==> config.mk <==
export PLATFORM = sky130hd
export DESIGN_NAME = sal_axi_rd_slave_flat
export DESIGN_NICKNAME = d
export VERILOG_FILES = /design/src/rtl/sal_axi_rd_slave_pkg.sv /design/src/rtl/sal_axi_rd_slave_if.sv /design/src/rtl/sal_sync_fifo.sv /design/src/rtl/sal_axi_rd_slave.sv /design/src/flat_wrapper.sv
export SDC_FILE = /design/constraint.sdc
export NUM_CORES = 2
export LEC_CHECK = 0
export BUFFER_PORTS_ARGS = -buffer_cell sky130_fd_sc_hd__buf_2
export CAP_MARGIN = 10
export CORE_UTILIZATION = 56
export CTS_CLUSTER_SIZE = 12
export DETAILED_ROUTE_END_ITERATION = 12
export MAX_ROUTING_LAYER = met4
export PLACE_DENSITY = 0.73
export SLEW_MARGIN = 40
export SYNTH_ARGS = -nofsm -noshare
export SYNTH_HDL_FRONTEND = slang
export SYNTH_SLANG_ARGS = --single-unit
==> constraint.sdc <==
create_clock -name clk -period 20.4 [get_ports clk]
set_input_delay 4.08 -clock clk [delete_from_list [all_inputs] [get_ports clk]]
set_output_delay 4.08 -clock clk [all_outputs]
set_load 0.005 [all_outputs]
==> src/rtl/sal_axi_rd_slave_pkg.sv <==
// Shared types and encodings for the AXI read responder.
// Widths, burst/resp codes and the AR/issue/track bundles.
package sal_axi_rd_slave_pkg;

    localparam int ID_W   = 4;
    localparam int ADDR_W = 32;
    localparam int DATA_W = 128;

    localparam logic [1:0] BURST_FIXED = 2'b00;
    localparam logic [1:0] BURST_INCR  = 2'b01;
    localparam logic [1:0] BURST_WRAP  = 2'b10;

    localparam logic [1:0] RESP_OKAY   = 2'b00;
    localparam logic [1:0] RESP_SLVERR = 2'b10;

    typedef struct packed {
        logic [ID_W-1:0]   id;
        logic [ADDR_W-1:0] addr;
        logic [3:0]        len;
        logic [2:0]        size;
        logic [1:0]        burst;
    } axi_ar_cmd_t;

    typedef struct packed {
        logic [ADDR_W-1:0] addr;
        logic [3:0]        len;
        logic [2:0]        size;
        logic [1:0]        burst;
    } rd_issue_t;

    typedef struct packed {
        logic [ID_W-1:0] id;
        logic [3:0]      len;
        logic            err;
    } rd_track_t;

    function automatic logic burst_ok(input logic [1:0] b);
        return (b == BURST_INCR) || (b == BURST_FIXED);
    endfunction

endpackage

==> src/rtl/sal_axi_rd_slave_if.sv <==
// AR/R channel plus internal per-beat request/response bundle.
// slave = responder side, master = requester/memory side.
interface sal_axi_rd_slave_if;
    import sal_axi_rd_slave_pkg::*;

    logic              arvalid;
    logic              arready;
    logic [ID_W-1:0]   arid;
    logic [ADDR_W-1:0] araddr;
    logic [3:0]        arlen;
    logic [2:0]        arsize;
    logic [1:0]        arburst;

    logic              rvalid;
    logic              rready;
    logic [ID_W-1:0]   rid;
    logic [DATA_W-1:0] rdata;
    logic [1:0]        rresp;
    logic              rlast;

    logic              req_valid;
    logic              req_ready;
    logic [ADDR_W-1:0] req_addr;
    logic              rsp_valid;
    logic [DATA_W-1:0] rsp_data;

    modport slave (
        input  arvalid, arid, araddr, arlen, arsize, arburst,
        input  rready, req_ready, rsp_valid, rsp_data,
        output arready, rvalid, rid, rdata, rresp, rlast,
        output req_valid, req_addr
    );

    modport master (
        output arvalid, arid, araddr, arlen, arsize, arburst,
        output rready, req_ready, rsp_valid, rsp_data,
        input  arready, rvalid, rid, rdata, rresp, rlast,
        input  req_valid, req_addr
    );

endinterface

==> src/rtl/sal_sync_fifo.sv <==
// Synchronous show-ahead FIFO, DEPTH a power of 2 (>= 2).
// Push is ignored when full, pop is ignored when empty.
module sal_sync_fifo #(
    parameter int WIDTH = 8,
    parameter int DEPTH = 4
) (
    input  logic             clk,
    input  logic             rst_n,
    input  logic             push_i,
    input  logic [WIDTH-1:0] data_i,
    input  logic             pop_i,
    output logic [WIDTH-1:0] data_o,
    output logic             full_o,
    output logic             empty_o
);

    localparam int AW = $clog2(DEPTH);

    logic [AW:0]      wptr_q, rptr_q;
    logic [WIDTH-1:0] mem_q [DEPTH];
    logic             do_push, do_pop;

    assign full_o  = (wptr_q[AW] != rptr_q[AW]) &&
                     (wptr_q[AW-1:0] == rptr_q[AW-1:0]);
    assign empty_o = (wptr_q == rptr_q);
    assign do_push = push_i && !full_o;
    assign do_pop  = pop_i && !empty_o;
    assign data_o  = mem_q[rptr_q[AW-1:0]];

    // Pointer update; the extra MSB separates full from empty.
    always_ff @(posedge clk or negedge rst_n) begin
        if (!rst_n) begin
            wptr_q <= '0;
            rptr_q <= '0;
        end else begin
            if (do_push) wptr_q <= wptr_q + 1'b1;
            if (do_pop)  rptr_q <= rptr_q + 1'b1;
        end
    end

    // Storage write, no reset needed on the data array.
    always_ff @(posedge clk) begin
        if (do_push) mem_q[wptr_q[AW-1:0]] <= data_i;
    end

endmodule

==> src/rtl/sal_axi_rd_slave.sv <==
// AXI read responder: splits AR bursts into per-beat requests,
// buffers in-order read data and returns R beats under backpressure.
module sal_axi_rd_slave
    import sal_axi_rd_slave_pkg::*;
#(
    parameter int CMD_DEPTH  = 4,
    parameter int DATA_DEPTH = 16
) (
    input logic               clk,
    input logic               rst_n,
    sal_axi_rd_slave_if.slave bus
);

    localparam logic [0:0] S_IDLE  = 1'b0;
    localparam logic [0:0] S_ISSUE = 1'b1;
    localparam int         CW      = $clog2(DATA_DEPTH) + 1;

    axi_ar_cmd_t       ar_cmd;
    rd_issue_t         iss_in, iss_head;
    rd_track_t         trk_in, trk_head;
    logic              ar_hs;
    logic              iss_full, iss_empty, iss_pop;
    logic              trk_full, trk_empty, trk_pop;
    logic              dbuf_full, dbuf_empty, dbuf_pop;
    logic [DATA_W-1:0] dbuf_head;

    logic [0:0]        state_q, state_d;
    logic [ADDR_W-1:0] addr_q, addr_d;
    logic [3:0]        beat_q, beat_d;
    logic [3:0]        len_q, len_d;
    logic [2:0]        size_q, size_d;
    logic              fixed_q, fixed_d;
    logic [CW-1:0]     credit_q, credit_d;
    logic [3:0]        rbeat_q, rbeat_d;
    logic              req_hs, r_hs, trk_vld;

    assign ar_cmd = '{id: bus.arid, addr: bus.araddr, len: bus.arlen,
                      size: bus.arsize, burst: bus.arburst};
    assign iss_in = '{addr: ar_cmd.addr, len: ar_cmd.len,
                      size: ar_cmd.size, burst: ar_cmd.burst};
    assign trk_in = '{id: ar_cmd.id, len: ar_cmd.len,
                      err: !burst_ok(ar_cmd.burst)};

    assign bus.arready = !iss_full && !trk_full;
    assign ar_hs       = bus.arvalid && bus.arready;

    sal_sync_fifo #(.WIDTH($bits(rd_issue_t)), .DEPTH(CMD_DEPTH)) u_iss (
        .clk, .rst_n, .push_i(ar_hs), .data_i(iss_in), .pop_i(iss_pop),
        .data_o(iss_head), .full_o(iss_full), .empty_o(iss_empty)
    );

    // Twice as deep as the issue FIFO so new bursts can be accepted
    // while earlier ones are still draining on R.
    sal_sync_fifo #(.WIDTH($bits(rd_track_t)), .DEPTH(2*CMD_DEPTH)) u_trk (
        .clk, .rst_n, .push_i(ar_hs), .data_i(trk_in), .pop_i(trk_pop),
        .data_o(trk_head), .full_o(trk_full), .empty_o(trk_empty)
    );

    sal_sync_fifo #(.WIDTH(DATA_W), .DEPTH(DATA_DEPTH)) u_dbuf (
        .clk, .rst_n, .push_i(bus.rsp_valid), .data_i(bus.rsp_data),
        .pop_i(dbuf_pop), .data_o(dbuf_head), .full_o(dbuf_full),
        .empty_o(dbuf_empty)
    );

    assign bus.req_valid = (state_q == S_ISSUE) && (credit_q != '0);
    assign bus.req_addr  = addr_q;
    assign req_hs        = bus.req_valid && bus.req_ready;

    // Issue FSM: load a burst in IDLE, emit one request per beat in ISSUE.
    always_comb begin
        state_d = state_q;
        addr_d  = addr_q;
        beat_d  = beat_q;
        len_d   = len_q;
        size_d  = size_q;
        fixed_d = fixed_q;
        iss_pop = 1'b0;
        case (state_q)
            S_IDLE: begin
                if (!iss_empty) begin
                    iss_pop = 1'b1;
                    addr_d  = iss_head.addr;
                    beat_d  = '0;
                    len_d   = iss_head.len;
                    size_d  = iss_head.size;
                    fixed_d = (iss_head.burst == BURST_FIXED);
                    if (burst_ok(iss_head.burst)) state_d = S_ISSUE;
                end
            end
            S_ISSUE: begin
                if (req_hs) begin
                    if (!fixed_q) addr_d = addr_q + (ADDR_W'(1) << size_q);
                    if (beat_q == len_q) state_d = S_IDLE;
                    else                 beat_d  = beat_q + 4'd1;
                end
            end
            default: state_d = S_IDLE;
        endcase
    end

    assign trk_vld    = !trk_empty;
    assign bus.rvalid = trk_vld && (trk_head.err || !dbuf_empty);
    assign bus.rlast  = bus.rvalid && (rbeat_q == trk_head.len);
    assign bus.rid    = trk_vld ? trk_head.id : '0;
    assign bus.rresp  = (trk_vld && trk_head.err) ? RESP_SLVERR : RESP_OKAY;
    assign bus.rdata  = (trk_vld && !trk_head.err && !dbuf_empty)
                        ? dbuf_head : '0;
    assign r_hs       = bus.rvalid && bus.rready;
    assign dbuf_pop   = r_hs && !trk_head.err;
    assign trk_pop    = r_hs && bus.rlast;

    // Credits reserve a buffer slot per issued beat; R pops return them.
    always_comb begin
        credit_d = credit_q - CW'(req_hs) + CW'(dbuf_pop);
        rbeat_d  = rbeat_q;
        if (r_hs) rbeat_d = bus.rlast ? 4'd0 : rbeat_q + 4'd1;
    end

    // State registers for issue FSM, credits and R beat counter.
    always_ff @(posedge clk or negedge rst_n) begin
        if (!rst_n) begin
            state_q  <= S_IDLE;
            addr_q   <= '0;
            beat_q   <= '0;
            len_q    <= '0;
            size_q   <= '0;
            fixed_q  <= 1'b0;
            credit_q <= CW'(DATA_DEPTH);
            rbeat_q  <= '0;
        end else begin
            state_q  <= state_d;
            addr_q   <= addr_d;
            beat_q   <= beat_d;
            len_q    <= len_d;
            size_q   <= size_d;
            fixed_q  <= fixed_d;
            credit_q <= credit_d;
            rbeat_q  <= rbeat_d;
        end
    end

    // Read data must never arrive into a full buffer.
    a_no_overflow: assert property (@(posedge clk) disable iff (!rst_n)
        !(bus.rsp_valid && dbuf_full));

endmodule

==> src/flat_wrapper.sv <==
// flat-port wrapper written by rule: the top's interface ports become plain ports
module sal_axi_rd_slave_flat import sal_axi_rd_slave_pkg::*;
#(
    parameter int CMD_DEPTH  = 4,
    parameter int DATA_DEPTH = 16
)
  (clk, rst_n, bus_arvalid, bus_arid, bus_araddr, bus_arlen, bus_arsize, bus_arburst, bus_rready, bus_req_ready, bus_rsp_valid, bus_rsp_data, bus_arready, bus_rvalid, bus_rid, bus_rdata, bus_rresp, bus_rlast, bus_req_valid, bus_req_addr);
  sal_axi_rd_slave_if bus_i ();
  input logic clk;
  input logic rst_n;
  input wire logic [$bits(bus_i.arvalid)-1:0] bus_arvalid;
  input wire logic [$bits(bus_i.arid)-1:0] bus_arid;
  input wire logic [$bits(bus_i.araddr)-1:0] bus_araddr;
  input wire logic [$bits(bus_i.arlen)-1:0] bus_arlen;
  input wire logic [$bits(bus_i.arsize)-1:0] bus_arsize;
  input wire logic [$bits(bus_i.arburst)-1:0] bus_arburst;
  input wire logic [$bits(bus_i.rready)-1:0] bus_rready;
  input wire logic [$bits(bus_i.req_ready)-1:0] bus_req_ready;
  input wire logic [$bits(bus_i.rsp_valid)-1:0] bus_rsp_valid;
  input wire logic [$bits(bus_i.rsp_data)-1:0] bus_rsp_data;
  output wire logic [$bits(bus_i.arready)-1:0] bus_arready;
  output wire logic [$bits(bus_i.rvalid)-1:0] bus_rvalid;
  output wire logic [$bits(bus_i.rid)-1:0] bus_rid;
  output wire logic [$bits(bus_i.rdata)-1:0] bus_rdata;
  output wire logic [$bits(bus_i.rresp)-1:0] bus_rresp;
  output wire logic [$bits(bus_i.rlast)-1:0] bus_rlast;
  output wire logic [$bits(bus_i.req_valid)-1:0] bus_req_valid;
  output wire logic [$bits(bus_i.req_addr)-1:0] bus_req_addr;
  assign bus_i.arvalid = bus_arvalid;
  assign bus_i.arid = bus_arid;
  assign bus_i.araddr = bus_araddr;
  assign bus_i.arlen = bus_arlen;
  assign bus_i.arsize = bus_arsize;
  assign bus_i.arburst = bus_arburst;
  assign bus_i.rready = bus_rready;
  assign bus_i.req_ready = bus_req_ready;
  assign bus_i.rsp_valid = bus_rsp_valid;
  assign bus_i.rsp_data = bus_rsp_data;
  assign bus_arready = bus_i.arready;
  assign bus_rvalid = bus_i.rvalid;
  assign bus_rid = bus_i.rid;
  assign bus_rdata = bus_i.rdata;
  assign bus_rresp = bus_i.rresp;
  assign bus_rlast = bus_i.rlast;
  assign bus_req_valid = bus_i.req_valid;
  assign bus_req_addr = bus_i.req_addr;
  sal_axi_rd_slave #(.CMD_DEPTH(CMD_DEPTH), .DATA_DEPTH(DATA_DEPTH)) u_core (.clk(clk), .rst_n(rst_n), .bus(bus_i));
endmodule
==> impl_results.md <==
* Run status: finished clean
* Critical Path Sink Type: output pin
* Setup-failing EPs final at 0
* TritonCTS clock tree: done
* Via count of the first global-routing pass at 43600
* Via count at 42500
* Later-pin clock latency in the skew report at 870 ps
* Vias per std cell at 6.35
* Num ports at 349
* Area of the mapped netlist at 91000 µm²
* Overall fraction of global-route tracks in use at 0.258
* Number of port buffers at 347
* Clk sinks at 2362
* 1st-pass router iterations at 5
* Unrepaired setup endpoints after global routing: false
* Seq. cell area at 70600 µm²
* MaxCap Viol Count at 0
* Starting DRC count in detailed routing at 4514
* Number of placed cells counting well taps at 6274
* Post-synth ARST share at 0.0330
* Maximum number of pins on one net before global-route repair at 95
* IR Drop Worst-Case VDD at 0.000106 V
* Number of filler cells placed in the layout at 10400
* Average cell area after synthesis at 23.4 µm²
* Clock root buffer master: clkbuf_16
* Maximum buffer depth of the clock tree at 3
* Critical Path Source Type: flip-flop
* Flip-flop cell with the highest count after synthesis: edfxtp_1
* Final #Nets at 4560
* Part of the cycle the worst path needs at 0.489
* Rel. slew slack at 0.420
* P_leak at 33.4 nW
* Syn Inst Count at 3884
* Non-Filler Instances at 6684
* Total DRC errors in the routed layout at 0
* Area of the core at 161000 µm²
* Initial antenna violation count at 52
* Final estimated routing congestion in global placement at 0.765
* Footprint of the multi-input gates at 19600 µm²
* Average wire length per cell after detail routing at 30.4 µm
* Estimated wirelength of the detail-placed design at 105 mm
* Final count of hold timing violations at 0
* Sequential area share after synthesis at 0.775
* TritonCTS buffer count at 230
* # hold bufs at CTS at 0
* Wire length of the first global-routing pass at 295 mm
* Site Rows at 147
* Final core utilization at 0.640
* Clock transition at the registers of the reported paths at 60 ps
* Cell area after layout at 103000 µm²
* Reg-to-reg slack, setup at 15520 ps
* Flops & latches, synth at 2362
* Post-Route WL at 204 mm
* Starting density of the core at 0.565
* Post-DP Area at 96100 µm²
* PostCTS Resize Cnt at 0
* Total congestion overflow at 0
* Critical path class: reg -> out
* Area of the die at 164000 µm²
* Commonest non-fill, non-tap cells in the layout: edfxtp_1 (2284), mux4_2 (694), buf_2 (346), clkbuf_16 (230), and3_1 (135)
* Htree depth at 4
* Maximum clock frequency at 100 MHz
* Aggregate negative setup slack at 0 ps
* Required time of the worst setup path at 16320 ps
* Post-CTS setup repair buffer count at 0
* CP Max Fanout at 68
* Post-synthesis cell type count at 63
* Net count after synthesis at 4093
* Share of layout cells above drive strength 1 at 0.325
* Vertical die dimension at 405 µm
* Hold Path Class: reg -> reg
* Min Clock Period, post-route at 9980 ps
* Area grow syn2layout at 13.2%
* Most frequent standard cell in the layout excluding fill and tap cells: edfxtp_1
* PD cells at 142 nW/µm²
* Antenna Violating Nets Remaining at 0
* Post-synth EDFFs at 2284
* Transition time of the tightest slew-check pin at 870 ps
* Max-slew violation count at 0
* Clock Skews at 50.7 ps
* Width of the die at 405 µm
* Arrival @ worst endpoint at 5900 ps
* Ys Warns at 0
[registers in the layout, summed over array words and instances (netlist names), 3 cells and up]
name                  count
u_core.beat_q             4
u_core.bus.req_addr      32
u_core.credit_q           5
u_core.len_q              4
u_core.rbeat_q            4
u_core.size_q             3
u_core.u_dbuf.mem_q    2048
u_core.u_dbuf.rptr_q      5
u_core.u_dbuf.wptr_q      5
u_core.u_iss.mem_q      164
u_core.u_iss.rptr_q       3
u_core.u_iss.wptr_q       3
u_core.u_trk.mem_q       72
u_core.u_trk.rptr_q       4
u_core.u_trk.wptr_q       4
[metal layers]
metal	routed length, µm	global-route usage	vias up
li1	-	-	17500
met2	100000	0.396	1739
met4	4320	0.0691	0
met3	17400	0.0609	287
met5	0	-	-
met1	81400	0.354	22900
[power breakdown]
| part | switching (mW) | internal (mW) | total [mW] |
|---|---|---|---|
| registers | 0.266 | 5.93 | 6.20 |
| clock network | 1.73 | 2.12 | 3.84 |
| logic | 2.40 | 2.14 | 4.53 |
[through the flow]
stage	worst slack, ps	hold WS [ps]	total power [mW]
final	10420	495	14.6
after CTS	10110	492	14.7
after global routing	10200	507	15.2
after global placement	10620	474	10.7
after detailed placement	11070	484	10.9
after floorplan	6500	460	9.31
[worst paths after layout]
| kind | from | cells past startpoint | to |
|---|---|---|---|
| max in group asynchronous | rst_n | 1 | u_core.u_dbuf.rptr_q[3] |
| max | u_core.u_dbuf.rptr_q[1] | 8 | bus_rdata[45] |
| min in group asynchronous | rst_n | 1 | u_core.u_iss.wptr_q[0] |
| min | u_core.len_q[0] | 2 | u_core.len_q[0] |
| min reg2reg | u_core.len_q[0] | 2 | u_core.len_q[0] |
| max reg2reg | u_core.u_dbuf.rptr_q[1] | 9 | u_core.u_dbuf.mem_q[1][57] |
[cells in the mapped netlist, types with 9 or more instances]
master	n	share of area
a21oi_1	33	0.0018
a31oi_1	9	0.00062
and3_1	139	0.0096
buf_1	15	0.00062
buf_2	65	0.0036
clkbuf_1	133	0.0055
dfrtp_1	77	0.021
edfxtp_1	2284	0.75
ha_1	28	0.0039
inv_1	29	0.0012
mux2i_1	22	0.0024
mux4_2	694	0.17
nand2_1	83	0.0034
nand3_1	16	0.00088
nor2_1	48	0.0020
nor3_1	20	0.0011
nor4_1	9	0.00062
o21ai_0	14	0.00077
o22ai_1	19	0.0013
xnor2_1	24	0.0023
xor2_1	22	0.0021
[logic make-up (layout without fill, tap and decap cells)]
| logic type | Yosys count | after routing | share of synthesized area |
|---|---|---|---|
| flops | 2362 | 2362 | 0.775 |
| other cells | 1 | 38 | 0.0000412 |
| fa+ha+maj | 30 | 30 | 0.00429 |
| xor+xnor | 46 | 46 | 0.00443 |
| compound gates | 111 | 111 | 0.00771 |
| simple gates | 365 | 365 | 0.0215 |
| buf+inv | 247 | 850 | 0.0114 |
| mux | 722 | 722 | 0.175 |
[worst max-delay path, stage by stage (launching register included)]
cell,delay (ps)
dfrtp_4,920
buf_6,580
buf_6,630
buf_4,760
buf_6,630
mux4_2,410
mux4_2,470
and3_1,270
buf_2,160
[area by class of cell]
| type | instances | share of cell area |
|---|---|---|
| Timing Repair Buffer | 453 | 0.0312 |
| Clock buffer | 304 | 0.0592 |
| Inverter | 29 | 0.00106 |
| Multi-Input combinational cell | 1275 | 0.191 |
| Antenna cell | 37 | 0.000899 |
| Clock inverter | 64 | 0.00564 |
| Sequential cell | 2362 | 0.685 |
| Tap cell | 2160 | 0.0262 |
(Power assumes the default switching activity.)
